### src/rtl/decode_pkg.sv
// Shared definitions for the decode stage: op indices, opcode patterns and
// the opcode-to-one-hot mapping.
package decode_pkg;

  localparam int NUM_OPS   = 12;
  localparam int OP_BR     = 0;
  localparam int OP_BRZ    = 1;
  localparam int OP_ADDI   = 2;
  localparam int OP_SUBI   = 3;
  localparam int OP_SR0    = 4;
  localparam int OP_SRH0   = 5;
  localparam int OP_CLR    = 6;
  localparam int OP_MOV    = 7;
  localparam int OP_MOVA   = 8;
  localparam int OP_MOVR   = 9;
  localparam int OP_MOVRHS = 10;
  localparam int OP_PAUSE  = 11;

  // 3-bit prefixes (opcode bits [5:3])
  localparam logic [2:0] OPC3_BR     = 3'b100;
  localparam logic [2:0] OPC3_BRZ    = 3'b101;
  localparam logic [2:0] OPC3_ADDI   = 3'b000;
  localparam logic [2:0] OPC3_SUBI   = 3'b001;
  // 4-bit prefixes (opcode bits [5:2])
  localparam logic [3:0] OPC4_SR0    = 4'b0100;
  localparam logic [3:0] OPC4_SRH0   = 4'b0101;
  localparam logic [3:0] OPC4_MOV    = 4'b0111;
  // full 6-bit opcodes
  localparam logic [5:0] OPC6_CLR    = 6'b011000;
  localparam logic [5:0] OPC6_MOVA   = 6'b110000;
  localparam logic [5:0] OPC6_MOVR   = 6'b110001;
  localparam logic [5:0] OPC6_MOVRHS = 6'b110010;
  localparam logic [5:0] OPC6_PAUSE  = 6'b111111;

  // One-hot op for a 6-bit opcode; all-zero means the encoding is illegal.
  // The prefix groups are disjoint, so chain order does not matter.
  function automatic logic [NUM_OPS-1:0] decode_op(input logic [5:0] opc);
    logic [NUM_OPS-1:0] op;
    op = {NUM_OPS{1'b0}};
    if (opc[5:3] == OPC3_BR)          op[OP_BR]     = 1'b1;
    else if (opc[5:3] == OPC3_BRZ)    op[OP_BRZ]    = 1'b1;
    else if (opc[5:3] == OPC3_ADDI)   op[OP_ADDI]   = 1'b1;
    else if (opc[5:3] == OPC3_SUBI)   op[OP_SUBI]   = 1'b1;
    else if (opc[5:2] == OPC4_SR0)    op[OP_SR0]    = 1'b1;
    else if (opc[5:2] == OPC4_SRH0)   op[OP_SRH0]   = 1'b1;
    else if (opc[5:2] == OPC4_MOV)    op[OP_MOV]    = 1'b1;
    else if (opc == OPC6_CLR)         op[OP_CLR]    = 1'b1;
    else if (opc == OPC6_MOVA)        op[OP_MOVA]   = 1'b1;
    else if (opc == OPC6_MOVR)        op[OP_MOVR]   = 1'b1;
    else if (opc == OPC6_MOVRHS)      op[OP_MOVRHS] = 1'b1;
    else if (opc == OPC6_PAUSE)       op[OP_PAUSE]  = 1'b1;
    else                              op = {NUM_OPS{1'b0}};
    return op;
  endfunction

endpackage

### src/rtl/decode_fields.sv
// Combinational decoder: instruction word to one-hot op, illegal flag and
// operand fields. Fields not used by the decoded op are zero.
module decode_fields
  import decode_pkg::*;
#(
  parameter int IW    = 8,
  parameter int REG_W = 2
) (
  input  logic [IW-1:0]      instr,
  output logic [NUM_OPS-1:0] op,
  output logic               illegal,
  output logic [REG_W-1:0]   rd,
  output logic [REG_W-1:0]   rs,
  output logic [IW-4:0]      imm
);

  logic [5:0] opc_s;
  assign opc_s = instr[IW-1 -: 6];

  // Decode op and extract the operand fields that belong to it.
  always_comb begin
    op      = decode_op(opc_s);
    illegal = (op == {NUM_OPS{1'b0}});
    rd      = {REG_W{1'b0}};
    rs      = {REG_W{1'b0}};
    imm     = {(IW-3){1'b0}};
    if (op[OP_BR] || op[OP_BRZ]) begin
      imm = instr[IW-4:0];
    end else if (op[OP_ADDI] || op[OP_SUBI]) begin
      rd  = instr[IW-4 -: REG_W];
      imm = {{REG_W{1'b0}}, instr[IW-4-REG_W:0]};
    end else if (op[OP_SR0] || op[OP_SRH0]) begin
      imm = {1'b0, instr[IW-5:0]};
    end else if (op[OP_MOV]) begin
      rd = instr[IW-5 -: REG_W];
      rs = instr[REG_W-1:0];
    end else if (op[OP_CLR] || op[OP_MOVA] || op[OP_MOVR] || op[OP_MOVRHS]) begin
      rd = instr[REG_W-1:0];
    end else begin
      rd  = {REG_W{1'b0}};
      rs  = {REG_W{1'b0}};
      imm = {(IW-3){1'b0}};
    end
  end

endmodule

### src/rtl/decode_stage.sv
// Registered decode stage between fetch and execute: one-entry output
// register with valid/ready on both sides, post-pause stall and flush.
module decode_stage
  import decode_pkg::*;
#(
  parameter int IW           = 8,
  parameter int REG_W        = 2,
  parameter int PAUSE_CYCLES = 16
) (
  input  logic               clk,
  input  logic               reset,
  input  logic               flush,
  input  logic               in_valid,
  output logic               in_ready,
  input  logic [IW-1:0]      instr,
  output logic               out_valid,
  input  logic               out_ready,
  output logic [NUM_OPS-1:0] op,
  output logic               illegal,
  output logic [REG_W-1:0]   rd,
  output logic [REG_W-1:0]   rs,
  output logic [IW-4:0]      imm,
  output logic               pausing
);

  localparam int CW = (PAUSE_CYCLES < 1) ? 1 : $clog2(PAUSE_CYCLES + 1);
  localparam logic [CW-1:0] CNT_LOAD = CW'(PAUSE_CYCLES);
  localparam logic [CW-1:0] CNT_ONE  = CW'(1'b1);
  localparam logic [CW-1:0] CNT_ZERO = {CW{1'b0}};

  logic [NUM_OPS-1:0] dec_op_s;
  logic               dec_illegal_s;
  logic [REG_W-1:0]   dec_rd_s;
  logic [REG_W-1:0]   dec_rs_s;
  logic [IW-4:0]      dec_imm_s;

  logic               out_valid_r;
  logic [NUM_OPS-1:0] op_r;
  logic               illegal_r;
  logic [REG_W-1:0]   rd_r;
  logic [REG_W-1:0]   rs_r;
  logic [IW-4:0]      imm_r;
  logic [CW-1:0]      pause_cnt_r;
  logic [CW-1:0]      pause_cnt_next_s;
  logic               pausing_r;

  logic               in_ready_s;
  logic               accept_s;
  logic               consume_s;

  decode_fields #(.IW(IW), .REG_W(REG_W)) u_fields (
    .instr   (instr),
    .op      (dec_op_s),
    .illegal (dec_illegal_s),
    .rd      (dec_rd_s),
    .rs      (dec_rs_s),
    .imm     (dec_imm_s)
  );

  // A held pause and a running stall both keep fetch out; flush blocks the take.
  assign in_ready_s = !flush && (pause_cnt_r == CNT_ZERO)
                    && !(out_valid_r && op_r[OP_PAUSE])
                    && (!out_valid_r || out_ready);
  assign accept_s   = in_valid && in_ready_s;
  assign consume_s  = out_valid_r && out_ready;

  // Next stall count: flush clears it, consuming a pause loads it, else count down.
  always_comb begin
    pause_cnt_next_s = pause_cnt_r;
    if (flush) begin
      pause_cnt_next_s = CNT_ZERO;
    end else if (consume_s && op_r[OP_PAUSE]) begin
      pause_cnt_next_s = CNT_LOAD;
    end else if (pause_cnt_r != CNT_ZERO) begin
      pause_cnt_next_s = pause_cnt_r - CNT_ONE;
    end else begin
      pause_cnt_next_s = CNT_ZERO;
    end
  end

  // Stall counter and its registered nonzero flag.
  always_ff @(posedge clk) begin
    if (reset) begin
      pause_cnt_r <= CNT_ZERO;
      pausing_r   <= 1'b0;
    end else begin
      pause_cnt_r <= pause_cnt_next_s;
      pausing_r   <= (pause_cnt_next_s != CNT_ZERO);
    end
  end

  // Output register: load on accept, drop on consume, killed by flush.
  always_ff @(posedge clk) begin
    if (reset) begin
      out_valid_r <= 1'b0;
      op_r        <= {NUM_OPS{1'b0}};
      illegal_r   <= 1'b0;
      rd_r        <= {REG_W{1'b0}};
      rs_r        <= {REG_W{1'b0}};
      imm_r       <= {(IW-3){1'b0}};
    end else if (flush) begin
      out_valid_r <= 1'b0;
    end else if (accept_s) begin
      out_valid_r <= 1'b1;
      op_r        <= dec_op_s;
      illegal_r   <= dec_illegal_s;
      rd_r        <= dec_rd_s;
      rs_r        <= dec_rs_s;
      imm_r       <= dec_imm_s;
    end else if (consume_s) begin
      out_valid_r <= 1'b0;
    end else begin
      out_valid_r <= out_valid_r;
    end
  end

  assign in_ready  = in_ready_s;
  assign out_valid = out_valid_r;
  assign op        = op_r;
  assign illegal   = illegal_r;
  assign rd        = rd_r;
  assign rs        = rs_r;
  assign imm       = imm_r;
  assign pausing   = pausing_r;

endmodule

### config.mk
export PLATFORM = sky130hd
export DESIGN_NAME = decode_stage
export DESIGN_NICKNAME = d
export VERILOG_FILES = /design/src/rtl/decode_pkg.sv /design/src/rtl/decode_fields.sv /design/src/rtl/decode_stage.sv
export SDC_FILE = /design/constraint.sdc
export NUM_CORES = 1
export LEC_CHECK = 0
export BUFFER_PORTS_ARGS = -buffer_cell sky130_fd_sc_hd__clkbuf_2
export CAP_MARGIN = 0
export CORE_MARGIN = 5
export CORE_UTILIZATION = 54
export DETAILED_ROUTE_END_ITERATION = 12
export PLACE_DENSITY_LB_ADDON = 0.1
export SLEW_MARGIN = 10
export SYNTH_ARGS = -nofsm -noshare
export SYNTH_HDL_FRONTEND = slang
export SYNTH_SLANG_ARGS = --single-unit
### constraint.sdc
create_clock -name clk -period 3.1 [get_ports clk]
set_input_delay 0.62 -clock clk [delete_from_list [all_inputs] [get_ports clk]]
set_output_delay 0.62 -clock clk [all_outputs]
set_load 0.05 [all_outputs]
* Word level (Yosys, flattened, before mapping)
Index checks and enable logic that the tools add are counted.
Word-level totals: register bits after elaboration 29, input port bits 13, word-level logic and storage cells 145
Operators by class: add/sub/neg operators 1, equal/unequal tests 11, multiplexer cells 99, bitwise operators 1, reduce and logical (&&, ||, !) cells 25
Operators with widths (count):
- $mux W11 | 12
- $mux W10 | 12
- $mux W9 | 11
- $mux W8 | 10
- $mux W5 | 12
- $mux W7 | 8
- $eq A6 B6 Y1 const B | 4
- $mux W2 | 11
- $mux W1 | 16
- $eq A4 B3 Y1 const B | 3
- $logic_not A12 Y1 | 1
- $mux W4 | 3
- $mux W6 | 2
- $reduce_bool A5 Y1 | 2
- $logic_and A1 B1 Y1 | 7
- $logic_or A1 B1 Y1 | 7
- $eq A3 B3 Y1 const B | 2
- $eq A6 B5 Y1 const B | 1
- $mux W3 | 2
- $logic_not A5 Y1 | 1
- $sub A5 B1 Y5 const B | 1
- $eq A3 B1 Y1 const B | 1
- $logic_not A1 Y1 | 3
- $logic_not A3 Y1 | 1
- other kinds (4) | 4

* Longest topological paths before layout
Gate-level depths: netlist (run 1).
depth after elaboration 69, mapped depth 8, depth with buffers taken out 6

* By module
A second synthesis (run 1) with hierarchy kept.
Unflattened totals: cell total of the unflattened synthesis 179, area total of the unflattened synthesis 1627.8 um^2
Modules (own cells, without submodules):
- decode_stage | times used 1, cells each 130, area an instance 1316.3 um^2, sequential area each 580.6 um^2
- decode_fields | times used 1, cells each 49, area an instance 311.5 um^2, sequential area each 0.0 um^2

* Worst setup path before layout (run 1)
Ideal clock, no wire load.
path type register to output, from register pause_cnt_r[0], to output port in_ready, data arrival time 1674 ps, required time 2480 ps, slack 806 ps, stages on the path, launching flop included 6, path through dfxtp_1 > inv_1 > ha_1 > nor4b_4 > o21ai_0 > nor2_1
Between the ends: cells in the longest elaborated chain, start to end 4
Ends and longest elaborated chain:
- from (decl) | RTL line decode_stage.sv:43 | logic [CW-1:0] pause_cnt_r;
- from (signal assigned) | RTL line decode_stage.sv:87 | pause_cnt_r <= pause_cnt_next_s;
- $logic_not A5 Y1 | RTL line decode_stage.sv:61 | assign in_ready_s = !flush && (pause_cnt_r == CNT_ZERO)
- $logic_and A1 B1 Y1 | RTL line decode_stage.sv:61
- $logic_and A1 B1 Y1 | RTL line decode_stage.sv:62 | && !(out_valid_r && op_r[OP_PAUSE])
- $logic_and A1 B1 Y1 | RTL line decode_stage.sv:63 | && (!out_valid_r || out_ready);
- to (decl) | RTL line decode_stage.sv:14 | output logic in_ready,
Every way passes these cells.

* Worst setup path after layout (run 1)
Same ends and word-level chain as after synthesis.

==> results of run 1 <==
state kept, by name (all words and copies together), names as in the netlist:
register,cells
out_valid,1
op,12
imm,5
rs,2
pausing,1
pause_cnt_r,5
illegal,1
rd,2
cell type report:
class | count | area share [%]
well taps | 30 | 2.37
clock inverters | 3 | 1.11
multi-input cells | 120 | 44.8
repair buffers | 37 | 11.7
inverters | 4 | 0.949
clock buffers | 5 | 2.37
flip-flops and latches | 29 | 36.7
per-stage QoR:
stage | area, um^2 | total power, mW | instances
2_1_floorplan | 1360 | 0.523 | 166
3_3_place_gp | 1530 | 0.551 | 220
3_5_place_dp | 1530 | 0.557 | 220
4_1_cts | 1580 | 0.778 | 228
5_1_grt | 1580 | 0.811 | 228
6_report | 1580 | 0.772 | 228
routing by layer:
layer	vias to the layer above	part of all wire (%)	wire, um
li1	655	-	-
met1	615	43	1370
met2	46	48	1520
met3	8	8.0	255
met4	0	1.6	50
met5	-	0	0
path summary, 6_finish.rpt:
path | from | end | slack (ns)
max | pause_cnt_r[0] | in_ready | 0.57
min | op[8] | op[8] | 0.45
max reg2reg | pause_cnt_r[0] | op[3] | 1.00
min reg2reg | op[8] | op[8] | 0.45
critical path: stages (launching register included):
cell	delay [ns]
dfxtp_1	0.36
inv_1	0.07
ha_1	0.22
nor4b_4	0.37
o21ai_0	0.17
nor2_1	0.12
clkbuf_2	0.28
Yosys cell counts (all sizes together) (2+ instances only):
cell type / count
inv: 4
nor2: 9
nand4b: 4
nand3: 14
nor4b: 2
o211ai: 2
or4b: 2
a311oi: 2
nor3b: 2
nand2b: 5
nand2: 23
or3: 2
nor2b: 4
buf: 2
dfxtp: 29
nor3: 3
or3b: 2
clkbuf: 11
o21ai: 4
a21oi: 25
cells by family (layout without fill, tap and decap cells):
| group | count (synthesis) | after routing |
|---|---|---|
| compound gates | 40 | 40 |
| flops | 29 | 29 |
| fa+ha+maj | 1 | 1 |
| xor+xnor | 1 | 1 |
| simple gates | 77 | 77 |
| buf+inv | 17 | 49 |
| mux | 1 | 1 |
power breakdown:
part	internal (mW)	switching (mW)	total (mW)	leakage [nW]
Combinational	0.0463	0.110	0.156	0.360
Sequential	0.384	0.00856	0.393	0.235
Clock	0.0853	0.138	0.223	0.0310
==> qor.csv, run 1 <==
metric,value,unit
WL/cell,14.0,um
FF/Latch Area,581,um^2
antenna-violating nets left,0,
hold slack,0.452,ns
period utilisation layout,81.7,%
total die area,0.00362,mm^2
reported max-cap violation count,0,
CTS Root Cell,clkbuf_4,
antenna cells,0,
Finished Core Util,65.0,%
Layout Nets,211,
# rows,18,
Post-synth EDFFs,0,
core box area,0.00243,mm^2
Avg Vias per Cell,5.81,
Overflow after GRT,0,
dominant synthesized flop cell,dfxtp_1,
Worst-Margin Slew,0.684,ns
R2R cell count,6,
Skew-Pair Late Insertion Delay,0.33,ns
area of the mapped netlist,0.00136,mm^2
Slew HR,54.2,%
Total GRT Usage,19.5,%
type of the worst setup path,reg -> out,
busiest grt layer,met2,
crit start category,flip-flop,
largest net degree at the start of global routing,27,
vias in the first global route,1230,
"top cells by area, synth","dfxtp_1 (43%), a21oi_1 (9.2%), nand2_1 (6.3%)",
"commonest non-fill, non-tap cell in the layout",clkbuf_2,
Final Hold Fails,0,
Die Height,60.2,um
first-pass GRT wire length,5340,um
Worst Hold Class,reg -> reg,
htree depth,2,
CP endpoint kind,output pin,
Synth Area in Simple Gates,31.4,%
Tmin final,2.53,ns
area growth from synthesis to layout,16.3,%
Post CTS Setup Buffer Count,0,
main combinational cell family by area after synthesis,simple AND/OR/NAND/NOR gates,
most frequent cells in the layout,"clkbuf_2 (37), dfxtp_1 (29), a21oi_1 (25)",
Arrival @ worst endpoint,1.91,ns
final setup fails,0,
Seq cells post-synth,29,
Synth Area in Compound Gates,18.3,%
DP Wirelength,2240,um
unrepaired setup endpoints after global routing,false,
post-synth top area share,42.7,%
syn_area_per_cell,8.19,um^2
Yosys top cell by area,dfxtp_1,
xor/xnor share of the synthesized area,0.644,%
initial antenna violation count,0,
CTS tree,built,
Initial Util,55.9,%
power density over cell area,488,mW/mm^2
Die Width,60.2,um
total number of vias,1324,
Max Clock Skew,0.00530,ns
hold buffer count at CTS,0,
clock sink count,29,
Worst Hold Depth,2,
First-pass DRT Iterations,4,
TNS Setup,0,ns
global routing met1 resource utilization,23.1,%
Max IR drop VDD,0.364,mV
status,"finished, final reports clean",
I/O Buffers,37,
Place WS,0.901,ns
share of layout cells above drive strength 1,25.8,%
Final Max Tran Viols,0,
setup ws final,0.567,ns
Clock transition at path regs,0.10,ns
Multi-input gate area,708,um^2
Syn Nets,180,
CTS Buffer Depth,2,
Post-CTS Resized,0,
GP Congestion,0.786,
achievable clock frequency,395,MHz
Leak,0.626,nW
mux contribution to synthesized area,0.828,%
drt drc,0,
Synth Area in Adders,0.920,%
Ys Warns,0,
"Async S/R FF share, synth",0,%
Yosys cell types,37,
"Req. time, crit path",2.48,ns
Mapped Cells,166,
CTS buffer count,5,
final WL,3200,um
met2 Use GR,32.7,%
worst-path maximum fanout,5,
num ports,38,
met3 usage,5.62,%
DR iter-0 viols,58,
Fillers,242,
register area share after synthesis,42.7,%
Power figures use the tool's default switching activity.
==> run 2, diff against run 1 <==
ABC_AREA = 1   (was not set)
CORE_UTILIZATION = 46   (was 54)
clock period = 2.1 ns   (was 3.1 ns; I/O delays follow)
==> qor.csv, run 2 <==
metric,value,unit
Ys Warns,0,
drt drc,0,
power density over cell area,745,mW/mm^2
most frequent cells in the layout,"nand2_1 (54), clkbuf_2 (36), inv_1 (29), dfxtp_1 (29), nor2_1 (23)",
Clock transition at path regs,0.09,ns
Yosys cell types,22,
CTS buffer count,5,
syn_area_per_cell,6.81,um^2
Worst-Margin Slew,0.436,ns
crit start category,flip-flop,
total number of vias,1325,
area of the mapped netlist,0.00139,mm^2
Clock power frac,28.1,%
total power,1.22,mW
register area share after synthesis,41.8,%
top sig layer,met4,
worst-path maximum fanout,7,
Post-synth EDFFs,0,
Tmin final,1.97,ns
Final Hold Fails,0,
Seq cells post-synth,29,
final setup fails,0,
# rows,20,
CP max stage delay,0.32,ns
worst setup path startpoint,pause_cnt_r[0],
reg2reg setup slack,0.32,ns
Final Max Tran Viols,0,
total die area,0.00422,mm^2
crit path cell chain,"inv_1, ha_1, nand3_2, nor2_4, buf_4",
Avg Vias per Cell,4.80,
num ports,38,
final WL,3020,um
type of the worst setup path,reg -> out,
reported max-cap violation count,0,
Placed Cells,269,
"Async S/R FF share, synth",0,%
Overflow after GRT,0,
dominant synthesized flop cell,dfxtp_1,
Total GRT Usage,15.8,%
core box area,0.00298,mm^2
area growth from synthesis to layout,17.9,%
first-pass GRT wire length,5110,um
GP Congestion,0.813,
Worst Hold Class,in -> reg,
DP Wirelength,2290,um
net switching share of the total power,33.6,%
CP max-delay cell,dfxtp_1,
Max IR drop VDD,0.381,mV
Skew-Pair Late Insertion Delay,0.32,ns
antenna-violating nets left,0,
Max Clock Skew,0.00796,ns
RR Startpoint,pause_cnt_r[0],
period utilisation layout,93.6,%
First-pass DRT Iterations,4,
wl on met1,1410,um
Place WS,0.324,ns
WL/cell,10.9,um
status,"finished, final reports clean",
htree depth,2,
most frequent cell after synthesis,nand2_1,
Finished Core Util,55.0,%
I/O Buffers,37,
Layout Nets,257,
Yosys top cell by area,dfxtp_1,
"Req. time, crit path",1.68,ns
achievable clock frequency,509,MHz
Slew HR,70.9,%
Largest register FFs,12,
CTS Buffer Depth,2,
Worst Hold Depth,2,
post-synth top area share,41.8,%
Arrival @ worst endpoint,1.55,ns
hold buffer count at CTS,0,
Flop pwr share,48.3,%
P_int,0.811,mW
sw power,0.410,mW
vias in the first global route,1195,
Syn Nets,218,
Mapped Cells,204,
"commonest non-fill, non-tap cell in the layout",nand2_1,
CTS Root Cell,clkbuf_4,
Worst Hold End,out_valid,
R2R cell count,8,
DR iter-0 viols,73,
Initial Util,46.6,%
Combinational Power Share,23.6,%
TNS Setup,0,ns
top post-synthesis cells by count,"nand2_1 (54), dfxtp_1 (29), inv_1 (29)",
"top cells by area, synth","dfxtp_1 (42%), nand2_1 (15%), a21oi_1 (7.9%)",
metal3 WL,186,um
Post-Layout Cell Count,276,
CP endpoint kind,output pin,
Die Width,64.9,um
reg2reg end,op[7],
share of layout cells above drive strength 1,21.4,%
CTS tree,built,
Die Height,64.9,um
HP Start,flush,
setup ws final,0.135,ns
clock sink count,29,
largest net degree at the start of global routing,18,
met2 wire len,1360,um
Leak,0.797,nW
initial antenna violation count,0,
antenna cells,0,
unrepaired setup endpoints after global routing,false,
==> run 2: cell count changes in the layout (fill, tap and decap cells not counted), moves of 3 or more <==
cell and delta:
a21oi_1 -3, buf_4 +4, inv_1 +25, nand2_1 +31, nand2b_1 -5, nand3_1 -7, nand4_1 +3, nand4b_1 -4
nor2_1 +14, nor2b_1 -4, nor3_1 +12
==> run 2: stage by stage <==
stage	hold slack, ns	area [um^2]
floorplan	0.401	1390
global placement	0.407	1580
detailed placement	0.412	1580
CTS	0.264	1640
global route	0.268	1640
finish	0.273	1640
==> run 2: worst max-delay path by stage <==
| stage | to | slack (ns) | depth (start not counted) |
|---|---|---|---|
| after floorplan | op[6] | 0.32 | 8 |
| after global placement | op[1] | 0.36 | 8 |
| after detailed placement | op[7] | 0.32 | 8 |
| after CTS | in_ready | 0.03 | 5 |
| after global routing | in_ready | 0.01 | 5 |
| final | in_ready | 0.13 | 5 |
==> run 2: per-layer routing <==
layer,vias to the layer above,GRT usage (%)
li1,726,-
met1,558,19.6
met2,34,24.1
met3,7,4.68
met4,0,8.71
met5,-,0
==> run 2: final cells by class <==
class | count | area (um^2)
clock buffers | 7 | 55.1
fillers | 299 | 1340
inverters | 29 | 109
multi-input cells | 138 | 642
flip-flops and latches | 29 | 581
well taps | 33 | 41.3
repair buffers | 40 | 210
==> run 2: power by group through the flow <==
stage	Sequential [mW]	Clock, mW	Combinational [mW]
global route	0.593	0.384	0.315
CTS	0.590	0.355	0.288
detailed placement	0.602	0	0.287
global placement	0.602	0	0.289
finish	0.590	0.343	0.288
floorplan	0.677	0	0.155
==> run 2: repair_timing <==
action,in CTS,in global routing
endpoints found under the setup margin,0,1
buffers inserted,0,0
gates resized for setup,0,3
==> run 2: kinds of logic after synthesis <==
family | synth area share, %
AOI/OAI and AO/OA | 11.7
xor gates and xnor gates | 0.631
adders and majority gates | 0.901
buffers and inverters | 12.0
DFF | 41.8
and+or+nand+nor | 33.0
==> run 2: worst max-delay path: cells and delay by family (launching register included) <==
family | cells | cell delay [ns]
buffers and inverters | 2 | 0.34
and+or+nand+nor | 2 | 0.33
DFF | 1 | 0.32
adders and majority gates | 1 | 0.23
